==> src/rtl/ssd_capture.sv <==
`default_nettype none
// ============================================================================
// Module      : ssd_capture
// Description : Recovers the hex digits shown on a multiplexed, active-low
//               seven-segment display by watching its digit enables and
//               segment lines. A pattern must stay stable before it is
//               captured. Captured digits fill a staging frame. The frame is
//               published on numbers once every digit has been seen.
//               Optional feature macro: SSD_CAPTURE_ERR_COUNT_EN adds an
//               8-bit saturating count of rejected captures (err_count).
// Revision    : 1.0 - initial release
// ============================================================================
module ssd_capture #(
    parameter int DIGITS = 8,   // multiplexed displays, 1..8
    parameter int STABLE = 4    // cycles a pattern must hold, 2..255
) (
    input  logic                  clk,
    input  logic                  reset,
    input  logic [DIGITS-1:0]     displays,
    input  logic [6:0]            segments,
    output logic [4*DIGITS-1:0]   numbers,
    output logic [DIGITS-1:0]     seen,
    output logic                  frame_valid,
    output logic                  pattern_err
`ifdef SSD_CAPTURE_ERR_COUNT_EN
    ,
    output logic [7:0]            err_count
`endif
);

    localparam logic [7:0]        c_STABLE    = 8'(STABLE);
    localparam logic [7:0]        c_STABLE_M1 = 8'(STABLE - 1);
    localparam logic [DIGITS-1:0] c_ONE       = DIGITS'(1);
    localparam logic [6:0]        c_BLANK     = 7'h7F;

    // Registered copy of the display bus and its previous value
    logic [DIGITS-1:0]   r_disp;
    logic [6:0]          r_seg;
    logic [DIGITS-1:0]   r_prev_disp;
    logic [6:0]          r_prev_seg;

    logic [7:0]          r_stab_cnt;
    logic [4*DIGITS-1:0] r_staging;
    logic [4*DIGITS-1:0] r_numbers;
    logic [DIGITS-1:0]   r_seen;
    logic                r_frame_valid;
    logic                r_pattern_err;

    logic                w_pat_same;
    logic                w_capture;
    logic [DIGITS-1:0]   w_low;
    logic                w_ignore;
    logic                w_one_low;
    logic [4:0]          w_dec;
    logic                w_write;
    logic                w_err;
    logic                w_frame_done;

    // Segment decode: returns {valid, nibble}; anything outside the table is invalid
    function automatic logic [4:0] f_decode(input logic [6:0] seg);
        logic [4:0] res;
        case (seg)
            7'h40:   res = {1'b1, 4'h0};
            7'h79:   res = {1'b1, 4'h1};
            7'h24:   res = {1'b1, 4'h2};
            7'h30:   res = {1'b1, 4'h3};
            7'h19:   res = {1'b1, 4'h4};
            7'h12:   res = {1'b1, 4'h5};
            7'h02:   res = {1'b1, 4'h6};
            7'h78:   res = {1'b1, 4'h7};
            7'h00:   res = {1'b1, 4'h8};
            7'h10:   res = {1'b1, 4'h9};
            7'h08:   res = {1'b1, 4'hA};
            7'h03:   res = {1'b1, 4'hB};
            7'h46:   res = {1'b1, 4'hC};
            7'h21:   res = {1'b1, 4'hD};
            7'h06:   res = {1'b1, 4'hE};
            7'h0E:   res = {1'b1, 4'hF};
            default: res = 5'b0_0000;
        endcase
        return res;
    endfunction

    // A capture fires only on the cycle the counter steps onto STABLE, and a
    // pattern change on that same cycle suppresses it.
    assign w_pat_same   = (r_disp == r_prev_disp) && (r_seg == r_prev_seg);
    assign w_capture    = w_pat_same && (r_stab_cnt == c_STABLE_M1);

    // Blank display (no digit enabled or all segments off) is not an error.
    assign w_low        = ~r_disp;
    assign w_ignore     = (&r_disp) || (r_seg == c_BLANK);
    assign w_one_low    = ((w_low & (w_low - c_ONE)) == '0) && (w_low != '0);
    assign w_dec        = f_decode(r_seg);

    assign w_write      = w_capture && !w_ignore && w_one_low && w_dec[4];
    assign w_err        = w_capture && !w_ignore && (!w_one_low || !w_dec[4]);
    assign w_frame_done = &r_seen;

    // Input register plus one-cycle history for change detection
    always_ff @(posedge clk) begin
        if (reset) begin
            r_disp      <= '1;
            r_seg       <= '1;
            r_prev_disp <= '1;
            r_prev_seg  <= '1;
        end else begin
            r_disp      <= displays;
            r_seg       <= segments;
            r_prev_disp <= r_disp;
            r_prev_seg  <= r_seg;
        end
    end

    // Stability counter: restarts on any change, saturates at STABLE
    always_ff @(posedge clk) begin
        if (reset) begin
            r_stab_cnt <= '0;
        end else if (!w_pat_same) begin
            r_stab_cnt <= '0;
        end else if (r_stab_cnt != c_STABLE) begin
            r_stab_cnt <= r_stab_cnt + 8'd1;
        end
    end

    // Staging slots, seen mask and frame publication one edge after completion
    always_ff @(posedge clk) begin
        if (reset) begin
            r_staging     <= '0;
            r_seen        <= '0;
            r_numbers     <= '0;
            r_frame_valid <= 1'b0;
        end else begin
            r_frame_valid <= 1'b0;
            if (w_frame_done) begin
                r_numbers     <= r_staging;
                r_seen        <= '0;
                r_frame_valid <= 1'b1;
            end else if (w_write) begin
                for (int i = 0; i < DIGITS; i++) begin
                    if (w_low[i]) begin
                        r_staging[4*i +: 4] <= w_dec[3:0];
                        r_seen[i]           <= 1'b1;
                    end
                end
            end
        end
    end

    // One-cycle pulse for each rejected capture
    always_ff @(posedge clk) begin
        if (reset) begin
            r_pattern_err <= 1'b0;
        end else begin
            r_pattern_err <= w_err;
        end
    end

`ifdef SSD_CAPTURE_ERR_COUNT_EN
    logic [7:0] r_err_count;

    // Saturating count of rejected captures
    always_ff @(posedge clk) begin
        if (reset) begin
            r_err_count <= '0;
        end else if (w_err && (r_err_count != 8'hFF)) begin
            r_err_count <= r_err_count + 8'd1;
        end
    end

    assign err_count = r_err_count;
`endif

    assign numbers     = r_numbers;
    assign seen        = r_seen;
    assign frame_valid = r_frame_valid;
    assign pattern_err = r_pattern_err;

endmodule
`default_nettype wire

==> config.mk <==
export PLATFORM = sky130hd
export DESIGN_NAME = ssd_capture
export DESIGN_NICKNAME = d
export VERILOG_FILES = /design/src/rtl/ssd_capture.sv
export SDC_FILE = /design/constraint.sdc
export NUM_CORES = 1
export LEC_CHECK = 0
export ABC_AREA = 1
export CORE_ASPECT_RATIO = 1.75
export CORE_MARGIN = 2
export CORE_UTILIZATION = 55
export DETAILED_ROUTE_END_ITERATION = 16
export GPL_TIMING_DRIVEN = 0
export PLACE_DENSITY = 0.77
export SLEW_MARGIN = 20
export SYNTH_ARGS = -nofsm -noshare
export SYNTH_HDL_FRONTEND = slang
export SYNTH_SLANG_ARGS = --single-unit
==> constraint.sdc <==
create_clock -name clk -period 4 [get_ports clk]
set_input_delay 0.8 -clock clk [delete_from_list [all_inputs] [get_ports clk]]
set_output_delay 0.8 -clock clk [all_outputs]
set_load 0.005 [all_outputs]
==> results.cfg, run 1 <==
[run_status]
status = complete, no violations

[yosys]
synth_seq_area_share_pct = 48.51
syn_area_per_cell_um2 = 7.372
yosys.area.top_type = dfxtp_1
netlist_top_cells_area = dfxtp_1, nand2_1, nand3_1, a21oi_1, nand4_1
synth.net_count = 646
netlist.area_leader.share_pct = 48.51
synthCells = 627
yosysWarnings = 0
ys_seq_elements = 112
yosysUniqueCellTypes = 29
syn-cell-area_um2 = 4622

[power_and_ir_drop]
total_power_mw = 2.117
ir_drop_v = 0.0003340
power_leakage_nw = 2.449
powerDensity_nw_per_um2 = 377.7

[grt]
grt_pass1_vias = 4108
grt_pass1_wl_um = 17750
gr-usage-met3_pct = 2.901
use_met1_pct = 27.01
grt_max_degree = 21
grt_overflow = 0
grt_use_met2_pct = 43.08
antenna_found_initial = 0
grt_use_total_pct = 24.21
grt_busiest_layer = met2

[routing]
vias_per_cell = 5.425
drtIter0Drc = 309
wl_per_cell_um = 13.43
drt_first_pass_iters = 5
wirelength_um = 10650
drc = 0
via_count = 4302
postRouteAntennaNets = 0

[placed_design]
post-place-cells = 777
dp_hpwl_um = 8086
portBuffers = 58
dpl-instance-area_um2 = 5318
gp_congestion = 0.9411

[floorplan]
initial_core_util_pct = 56.35
die_area_um2 = 9182
ios = 59
rows = 44
core_area_um2 = 8203
die_y_um = 125.3
die_w_um = 73.30

[clocking]
cts_tree = yes
insertion_delay_ns = 0.35
numCtsBuffers = 9
cts_setup_buffers = 0
path_clk_slew_ns = 0.08
cts_num_sinks = 112
htreeDepth = 3
root_buffer = clkbuf_16
hold_buffers = 0
cts_resized = 0
clockBufferDepth = 2

[cells_and_area]
final_common_cell = nand2_1
n_antenna_cell = 0
nFillCells = 716
drive_above_1_share_pct = 8.131
final_cell_mix = nand2_1, dfxtp_1, nand3_1
finalInstanceArea_um2 = 5605
fin_nets = 715
synthToLayoutAreaGrowth_pct = 21.28
fin_cells = 793
final_core_util_pct = 68.33

[timing]
worst_pin_slew_ns = 0.8643
fin_crit_ns = 2.377
finalCritPeriodShare_pct = 59.42
max_slew_margin_pct = 41.90
slew_violations = 0
finalSetupTns_ns = 0
hold_viol_final = 0
rsz0062_at_grt = false
setup_violations = 0
max_freq_mhz = 420.7
clock_skew_ns = 0.007667

[worst_setup_path]
worst_ep_required_time_ns = 4.30
crit_top_cell = clkbuf_1
path_class = in -> reg
cp.arrival_ns = 2.68
crit_path_max_fanout = 10
path_buf_inv = 4
path_cells = clkdlybuf4s50_1, inv_1, clkbuf_1, clkbuf_1, nand3_1, nand2_1
critPathCaptureType = flop
cp_top_family = buffers and inverters
cpMaxStageDelayCell = clkdlybuf4s50_1
start_kind = input port
slowest_delay_ns = 0.55

[flow_run]
drv_cap = 0

[min_path]
hp-class = reg -> reg
## path summary, 6_finish.rpt
path         cells after the start                       end  slack [ns]                  startpoint
max                              6  numbers[10]$_SDFFE_PP0P_        1.62                       reset
min                              2  numbers[20]$_SDFFE_PP0P_        0.45  r_staging[20]$_SDFFE_PP0P_
max reg2reg                      7  numbers[13]$_SDFFE_PP0P_        1.76        seen[3]$_SDFFE_PP0P_
min reg2reg                      2  numbers[20]$_SDFFE_PP0P_        0.45  r_staging[20]$_SDFFE_PP0P_
## flip-flops by register name, summed over array words and instances, names as in the netlist
signal       flops
numbers         32
r_stab_cnt       8
r_prev_disp      8
frame_valid      1
r_seg            7
r_disp           8
pattern_err      1
r_prev_seg       7
seen             8
r_staging       32
## metrics by stage
step	setup slack, ns	hold WS, ns
final	1.623	0.4503
after global routing	1.483	0.4725
after CTS	1.642	0.4539
after detailed placement	1.274	0.4404
after global placement	1.319	0.4344
after floorplan	2.317	0.4191
## worst min-delay path, cell delays in order (launching register included)
cell	delay (ns)
dfxtp_1	0.31
nand2_1	0.06
nand2_1	0.04
## cells by family (layout without fill, tap and decap cells)
kind of cell	count (synthesis)	count (layout)	share of synthesized area, %
DFF	112	112	48.51
AOI/OAI and AO/OA	62	62	6.822
xor gates and xnor gates	4	4	0.7581
and+or+nand+nor	366	366	35.71
adders and majority gates	2	2	0.5413
buffers and inverters	81	155	7.661
## Yosys cell counts
library cell,count
inv_1,53
nor3b_1,3
o21a_1,1
nor4_1,2
a31oi_1,2
nor2_4,1
xnor2_1,1
nor3_2,1
dfxtp_1,112
xor2_1,3
nor2_2,3
o21ai_1,1
a21oi_1,53
buf_1,2
nand2_1,198
ha_1,2
nand2_2,3
nor3_1,7
inv_2,2
buf_2,4
o21ai_0,5
buf_6,3
nor2_1,32
nand4_1,34
or2_2,16
buf_4,6
clkbuf_1,11
nor4_2,2
nand3_1,64
## layer usage
metal	wire length, µm	vias to the layer above
met5	0	-
met4	429	0
met3	385	34
met2	5556	135
met1	4276	1959
li1	-	2174
## area by class of cell
| cell class | count | area, µm² | share of cell area [%] |
|---|---|---|---|
| plain buffers | 26 | 147.6 | 2.634 |
| multi-input cells | 434 | 2026 | 36.14 |
| inverters | 55 | 206.4 | 3.683 |
| flip-flops and latches | 112 | 2242 | 40.00 |
| clock buffers | 9 | 225.2 | 4.018 |
| well taps | 92 | 115.1 | 2.054 |
| clock inverters | 7 | 62.56 | 1.116 |
| repair buffers | 58 | 580.6 | 10.36 |
## report_power, final
part	internal, mW	switching, mW
registers	1.13	0.0156
clock network	0.435	0.427
logic	0.0418	0.0696
total	1.60	0.513
(Power assumes the default switching activity.)
==> run 2: changes to the inputs <==
==> constraint.sdc (replaced) <==
create_clock -name clk -period 2.3 [get_ports clk]
set_input_delay 0.46 -clock clk [delete_from_list [all_inputs] [get_ports clk]]
set_output_delay 0.46 -clock clk [all_outputs]
set_load 0.005 [all_outputs]
==> results.cfg, run 2 (same netlist as run 1, synthesis figures left out) <==
[run_status]
status = complete, no violations

[worst_setup_path]
crit_path_max_fanout = 10
cp.arrival_ns = 2.34
slowest_delay_ns = 0.40
path_cells = ha_1, nand2_1, nor3_1, nand4_1, nor2_2, buf_6, buf_6, nand4_1, a21oi_1
cpMaxStageDelayCell = dfxtp_1
path_buf_inv = 2
cp_top_family = simple AND/OR/NAND/NOR gates
path_class = reg -> reg
critPathCaptureType = flop
worst_ep_required_time_ns = 2.58
start_kind = flop

[timing]
finalSetupTns_ns = 0
max_freq_mhz = 487.3
worst_pin_slew_ns = 0.5600
clock_skew_ns = 0.007849
max_slew_margin_pct = 62.38
hold_viol_final = 0
setup_violations = 0
fin_crit_ns = 2.052
finalCritPeriodShare_pct = 89.23
slew_violations = 0
setup_ws_ns = 0.2478
rsz0062_at_grt = false

[routing]
via_count = 4322
vias_per_cell = 5.450
drt_first_pass_iters = 6
drtIter0Drc = 284
wirelength_um = 10690
postRouteAntennaNets = 0
wl_per_cell_um = 13.48
drc = 0

[placed_design]
gp_congestion = 0.9411
portBuffers = 58
pre_cts_ws_ns = -0.08619
dp_hpwl_um = 8086

[cells_and_area]
synthToLayoutAreaGrowth_pct = 21.66
drive_above_1_share_pct = 8.131
nFillCells = 714
final_cell_mix = nand2_1, dfxtp_1, nand3_1
final_common_cell = nand2_1
n_antenna_cell = 0
final_core_util_pct = 68.55
fin_nets = 715

[floorplan]
ios = 59
die_area_um2 = 9182
core_area_um2 = 8203
initial_core_util_pct = 56.35
rows = 44
die_y_um = 125.3
die_w_um = 73.30

[min_path]
hp-class = reg -> reg

[power_and_ir_drop]
ir_drop_v = 0.0005809
power_leakage_nw = 2.483
powerDensity_nw_per_um2 = 655.1

[clocking]
cts_num_sinks = 112
clockBufferDepth = 2
root_buffer = clkbuf_16
hold_buffers = 0
numCtsBuffers = 9
htreeDepth = 3
cts_tree = yes
path_clk_slew_ns = 0.08
insertion_delay_ns = 0.35

[flow_run]
drv_cap = 0

[grt]
grt_max_degree = 21
grt_overflow = 0
grt_pass1_wl_um = 17750
grt_use_total_pct = 24.21
antenna_found_initial = 0
grt_pass1_vias = 4108
run 2: changes by cell type in the layout (fill, tap and decap cells not counted):
cell,delta
nor4_4,+2
nor4_2,-2
run 2: layout make-up:
| cell class | instances | area (µm²) | share of cell area, % |
|---|---|---|---|
| sequential | 112 | 2242 | 39.88 |
| multi-input combinational | 434 | 2043 | 36.34 |
| timing repair buffer | 58 | 580.6 | 10.32 |
| clock buffer | 9 | 225.2 | 4.005 |
| inverter | 55 | 206.4 | 3.672 |
| buffer | 26 | 147.6 | 2.626 |
| tap | 92 | 115.1 | 2.047 |
| clock inverter | 7 | 62.56 | 1.113 |
run 2: metal layers:
layer / vias to the layer above / routed length (µm) / global-route usage [%]
met1: 1963 / 4308 / 27.01
met5: - / 0 / 0
met2: 144 / 5579 / 43.08
met3: 38 / 357 / 2.901
met4: 0 / 445 / 13.05
li1: 2177 / - / -
run 2: power breakdown:
| group | leakage [nW] | internal, mW | switching [mW] |
|---|---|---|---|
| registers | 0.909 | 1.96 | 0.0274 |
| logic | 1.44 | 0.0727 | 0.121 |
| clock network | 0.139 | 0.756 | 0.744 |
| total | 2.48 | 2.79 | 0.893 |
run 2: timing repair:
item,in CTS,in global routing
buffers inserted,0,0
endpoints found under the hold margin,0,0
setup endpoints to repair,0,30
gates resized for setup,0,2
run 2: through the flow:
stage / hold slack, ns / instance area, µm² / total power [mW] / cells
finish: 0.4503 / 5623 / 3.684 / 793
global route: 0.4725 / 5623 / 3.802 / 793
CTS: 0.4539 / 5605 / 3.694 / 793
detailed placement: 0.4404 / 5318 / 2.226 / 777
global placement: 0.4344 / 5318 / 2.219 / 777
floorplan: 0.4191 / 4622 / 2.155 / 627
run 2: path summary, 6_finish.rpt:
check | startpoint | endpoint | slack (ns) | cells after the start
hold reg to reg | r_staging[20]$_SDFFE_PP0P_ | numbers[20]$_SDFFE_PP0P_ | 0.45 | 2
hold / removal | r_staging[20]$_SDFFE_PP0P_ | numbers[20]$_SDFFE_PP0P_ | 0.45 | 2
setup / recovery | r_stab_cnt[0]$_SDFFE_PP0P_ | r_staging[2]$_SDFFE_PP0P_ | 0.25 | 9
setup reg to reg | r_stab_cnt[0]$_SDFFE_PP0P_ | r_staging[2]$_SDFFE_PP0P_ | 0.25 | 9
run 2: worst register-to-register path: cells and delay by family, from the launching register on:
family | cells | cell delay (ns)
AO/OA/AOI/OAI | 1 | 0.16
AND/OR/NAND/NOR | 5 | 0.89
buffers and inverters | 2 | 0.32
adder cells (fa/ha/maj) | 1 | 0.21
flip-flops | 1 | 0.40
